==> src/rtl/gpio_sw_debounce.sv <==
// Per-bit synchroniser and debouncer for raw slide-switch pins, with optional
// edge pulses, sticky pending flags and irq (enabled by GPIO_SW_DEBOUNCE_IRQ_EN).
module gpio_sw_debounce #(
  parameter int WIDTH           = 16,
  parameter int SYNC_STAGES     = 2,
  parameter int DEBOUNCE_CYCLES = 500000
) (
  input  logic             clk,
  input  logic             reset_n,
  input  logic [WIDTH-1:0] sw_i,
  output logic [WIDTH-1:0] sw_o,
  output logic [WIDTH-1:0] rise_o,
  output logic [WIDTH-1:0] fall_o,
  output logic [WIDTH-1:0] pend_o,
  input  logic [WIDTH-1:0] irq_clr_i,
  input  logic [WIDTH-1:0] irq_mask_i,
  output logic             irq_o
);

  localparam int CW = (DEBOUNCE_CYCLES > 1) ? $clog2(DEBOUNCE_CYCLES) : 1;
  localparam logic [CW-1:0] CNT_LAST = CW'(DEBOUNCE_CYCLES - 1);

  logic [WIDTH-1:0] sync_q [SYNC_STAGES];
  logic [WIDTH-1:0] sync;
  logic [CW-1:0]    cnt_q  [WIDTH];
  logic [CW-1:0]    cnt_d  [WIDTH];
  logic [WIDTH-1:0] sw_q, sw_d;
  logic [WIDTH-1:0] upd;

  always_ff @(posedge clk or negedge reset_n) begin
    if (!reset_n) begin
      for (int s = 0; s < SYNC_STAGES; s++) sync_q[s] <= '0;
    end else begin
      sync_q[0] <= sw_i;
      for (int s = 1; s < SYNC_STAGES; s++) sync_q[s] <= sync_q[s-1];
    end
  end

  assign sync = sync_q[SYNC_STAGES-1];

  // A disagreement must persist DEBOUNCE_CYCLES cycles; any agreement restarts it.
  always_comb begin
    sw_d = sw_q;
    upd  = '0;
    for (int i = 0; i < WIDTH; i++) begin
      cnt_d[i] = '0;
      if (sync[i] != sw_q[i]) begin
        if (cnt_q[i] != CNT_LAST) begin
          cnt_d[i] = cnt_q[i] + CW'(1);
        end else begin
          sw_d[i] = sync[i];
          upd[i]  = 1'b1;
        end
      end
    end
  end

  always_ff @(posedge clk or negedge reset_n) begin
    if (!reset_n) begin
      sw_q <= '0;
      for (int i = 0; i < WIDTH; i++) cnt_q[i] <= '0;
    end else begin
      sw_q <= sw_d;
      for (int i = 0; i < WIDTH; i++) cnt_q[i] <= cnt_d[i];
    end
  end

  assign sw_o = sw_q;

`ifdef GPIO_SW_DEBOUNCE_IRQ_EN
  logic [WIDTH-1:0] rise_q, fall_q, pend_q;
  logic [WIDTH-1:0] rise_d, fall_d, pend_d;

  assign rise_d = upd & sync;
  assign fall_d = upd & ~sync;
  // Pending is set from the registered pulse, so a clear in the pulse cycle loses.
  assign pend_d = rise_q | fall_q | (pend_q & ~irq_clr_i);

  always_ff @(posedge clk or negedge reset_n) begin
    if (!reset_n) begin
      rise_q <= '0;
      fall_q <= '0;
      pend_q <= '0;
    end else begin
      rise_q <= rise_d;
      fall_q <= fall_d;
      pend_q <= pend_d;
    end
  end

  assign rise_o = rise_q;
  assign fall_o = fall_q;
  assign pend_o = pend_q;
  assign irq_o  = |(pend_q & ~irq_mask_i);
`else
  logic unused_irq_in;
  assign unused_irq_in = ^{irq_clr_i, irq_mask_i, upd};

  assign rise_o = '0;
  assign fall_o = '0;
  assign pend_o = '0;
  assign irq_o  = 1'b0;
`endif

endmodule

==> config.mk <==
export PLATFORM = sky130hd
export DESIGN_NAME = gpio_sw_debounce
export DESIGN_NICKNAME = d
export VERILOG_FILES = /design/src/rtl/gpio_sw_debounce.sv
export SDC_FILE = /design/constraint.sdc
export NUM_CORES = 1
export LEC_CHECK = 0
export BUFFER_PORTS_ARGS = -buffer_cell sky130_fd_sc_hd__buf_2
export CAP_MARGIN = 5
export CORE_MARGIN = 10
export CORE_UTILIZATION = 50
export DETAILED_ROUTE_END_ITERATION = 10
export PLACE_DENSITY = 0.71
export SETUP_SLACK_MARGIN = 0.5
export SYNTH_ARGS = -nofsm -noshare
export SYNTH_HDL_FRONTEND = slang
export SYNTH_SLANG_ARGS = --single-unit
export TNS_END_PERCENT = 1
==> constraint.sdc <==
create_clock -name clk -period 6.4 [get_ports clk]
set_clock_uncertainty 0.15 [all_clocks]
set_input_delay 0 -clock clk [delete_from_list [all_inputs] [get_ports clk]]
set_output_delay 0 -clock clk [all_outputs]
set_load 0.03 [all_outputs]
==> results.py <==
metrics = {
    "run_status": {
        "outcome": "complete, no violations",
    },
    "synthesis": {
        "syn_avg_cell_area_um2": 10.1,
        "ys.warnings.count": 0,
        "synthTopCellsByCount": "352 x dfrtp_1, 237 x nor2_1, 119 x xnor2_1, 102 x nand3_1, 96 x xor2_1",
        "synthArstFlopShare": 1.00,
        "seq_area_frac_synth": 0.517,
        "synth_edf_count": 0,
        "netlist_area_um2": 17000,
        "yosysTopAreaCellShare": 0.517,
        "synthTopCellsByArea": "dfrtp_1 52%, xnor2_1 6.1%, nor2_1 5.2%",
        "ys.flop_type": "dfrtp_1",
        "synth_cells": 1681,
        "synth.distinct_cells": 49,
        "synth_seq_cells": 352,
        "yosysMostFrequentCell": "dfrtp_1",
        "synth.largest_area_cell": "dfrtp_1",
    },
    "clocking": {
        "cts_tree": "yes",
        "clk_latency_ns": 0.52,
        "cts_sinks": 352,
        "h-tree-depth": 2,
        "numCtsBuffers": 38,
        "cts_resized": 0,
        "clk_pin_slew_ns": 0.06,
        "clockRootBuffer": "clkbuf_16",
        "cts_buffer_depth": 3,
    },
    "setup_path": {
        "startpoint_type": "register",
        "critical_path_required_ns": 6.59,
        "crit_arrival_ns": 2.73,
        "critPathCaptureType": "register",
        "r2r_end": "cnt_q[296]$_DFF_PN0_",
        "cp_max_fo": 18,
        "cp_cell_sequence": "nand3_1, or4b_1, o31ai_2, nor2_1",
        "reg2reg_from": "cnt_q[300]$_DFF_PN0_",
        "critPathMaxStageDelay_ns": 0.97,
        "crit_type": "reg2reg",
        "regToRegSetupSlack_ns": 3.86,
        "rr_worst_depth": 4,
        "critPathSlowestCell": "o31ai_2",
    },
    "placed_design": {
        "place_inst": 2129,
        "gp_congestion": 0.825,
        "dpl_cell_area_um2": 17400,
        "hpwlAfterDp_um": 19700,
        "io_buffers": 33,
    },
    "sta": {
        "maxSlewHeadroom": 0.196,
        "fmax_mhz": 394,
        "hold_ws_ns": 0.00375,
        "setup_violations": 0,
        "rsz0062_at_grt": "false",
        "finalCritPeriodShare": 0.396,
        "period_minus_slack_ns": 2.54,
        "drv_slew": 0,
        "worst_slew_pin_slew_ns": 1.20,
        "hold_viol": 0,
        "finalSetupTns_ns": 0,
    },
    "layout": {
        "multi_input_area_um2": 7690,
        "area_growth_pct": 12.3,
        "ff_latch_area_um2": 8810,
        "finalInstanceArea_um2": 19100,
        "diodes": 0,
        "fin_cells": 2233,
        "nFillCells": 2873,
        "drive_above_1_share": 0.0924,
        "nets": 1821,
    },
    "global_routing": {
        "antenna_found_initial": 0,
        "grt_pass1_vias": 11896,
        "grt_pass1_wl_um": 53600,
        "grt_max_degree": 143,
        "grt_util_all_layers": 0.144,
        "gr-total-overflow": 0,
    },
    "hold_path": {
        "hp-class": "in2async",
    },
    "route": {
        "wl_um": 30600,
        "first_iter_violations": 754,
        "first_pass_iters": 5,
        "ant_nets": 0,
        "drcViolationCount": 0,
        "num_vias": 12141,
        "vias_per_cell": 5.44,
        "avgRoutedWirePerCell_um": 13.7,
    },
    "pwr": {
        "sequentialPowerShare": 0.479,
        "cellLeakagePower_nw": 7.82,
        "vdd_drop_max_v": 0.000202,
        "switching_power_mw": 1.05,
        "p_per_area_nw_per_um2": 250,
        "intPower_mw": 3.73,
        "swShare": 0.221,
        "clockPowerShare": 0.481,
        "pwr-share-comb": 0.040,
    },
    "die": {
        "rows": 67,
        "dieArea_um2": 41900,
        "dieHeight_um": 205,
        "die_width_um": 205,
        "core_area_um2": 33600,
        "start_util": 0.507,
        "ios": 115,
    },
    "job": {
        "drv_cap": 0,
    },
}
[cell usage in the layout, fill, tap and decap left out, drive strengths merged, types with 47 or more instances in the layout]
cell,synthesis,routed
dfrtp,352,352
nor2,243,243
xnor2,119,119
nand3,102,102
xor2,96,96
nand2,90,90
nand4,78,78
a21oi,73,73
clkbuf,21,56
or3,52,52
conb,1,49
or4,48,48
inv,46,47
[power groups by stage]
stage          clock network [mW]  registers (mW)  logic, mW
2_1_floorplan                   0            2.33      0.136
3_3_place_gp                    0            2.33      0.176
3_5_place_dp                    0            2.33      0.179
4_1_cts                      2.37            2.29      0.195
5_1_grt                      2.46            2.30      0.220
6_report                     2.30            2.29      0.191
[worst max-delay path by stage]
stage	slack, ns	from	to
6_report	3.86	cnt_q[300]$_DFF_PN0_	cnt_q[296]$_DFF_PN0_
5_1_grt	3.63	cnt_q[205]$_DFF_PN0_	cnt_q[205]$_DFF_PN0_
4_1_cts	3.83	cnt_q[205]$_DFF_PN0_	cnt_q[204]$_DFF_PN0_
3_5_place_dp	3.84	cnt_q[34]$_DFF_PN0_	cnt_q[28]$_DFF_PN0_
3_3_place_gp	3.91	cnt_q[281]$_DFF_PN0_	cnt_q[269]$_DFF_PN0_
2_1_floorplan	4.21	cnt_q[126]$_DFF_PN0_	sw_o[9]$_DFFE_PN0P_
[flip-flops by register name, indices dropped and copies added, names as in the netlist]
signal	count
sync_q	16
sync	16
sw_o	16
cnt_q	304
[kinds of logic after synthesis]
logic type	share of synthesized area
flip-flops	0.517
buffers and inverters	0.0425
AO/OA/AOI/OAI	0.0602
adder cells (fa/ha/maj)	0.0117
AND/OR/NAND/NOR	0.247
XOR/XNOR	0.111
multiplexers	0.0106
other	0.000220
[worst max-delay path, delay by kind of cell (launching register included)]
family / cells / cell delay (ns)
and+or+nand+nor: 3 / 0.84
DFF: 1 / 0.41
AOI/OAI and AO/OA: 1 / 0.97
[cell type report]
cell class	instances	area share
flip-flops and latches	352	0.460
multi-input cells	1246	0.402
clock buffers	56	0.0623
well taps	448	0.0293
repair buffers	71	0.0292
inverters	46	0.00903
clock inverters	14	0.00791
[repair_timing]
| action | CTS | global route |
|---|---|---|
| hold endpoints to repair | 147 | 0 |
| buffers inserted | 0 | 0 |
| hold buffers | 33 | 0 |
[layer usage]
layer | vias to the layer above | wire, µm | track usage
met4 | 0 | 521 | 0.0383
met5 | - | 0 | 0
met3 | 42 | 1140 | 0.0262
li1 | 6020 | - | -
met2 | 147 | 14500 | 0.245
met1 | 5932 | 14400 | 0.186
[through the flow]
step,power (mW),util,setup slack [ns]
6_report,4.78,0.569,3.86
5_1_grt,4.97,0.569,3.63
4_1_cts,4.85,0.569,3.83
3_5_place_dp,2.51,0.519,3.84
3_3_place_gp,2.50,0.519,3.91
2_1_floorplan,2.46,-,4.21
Note: power is estimated with default switching activity, not from simulation.
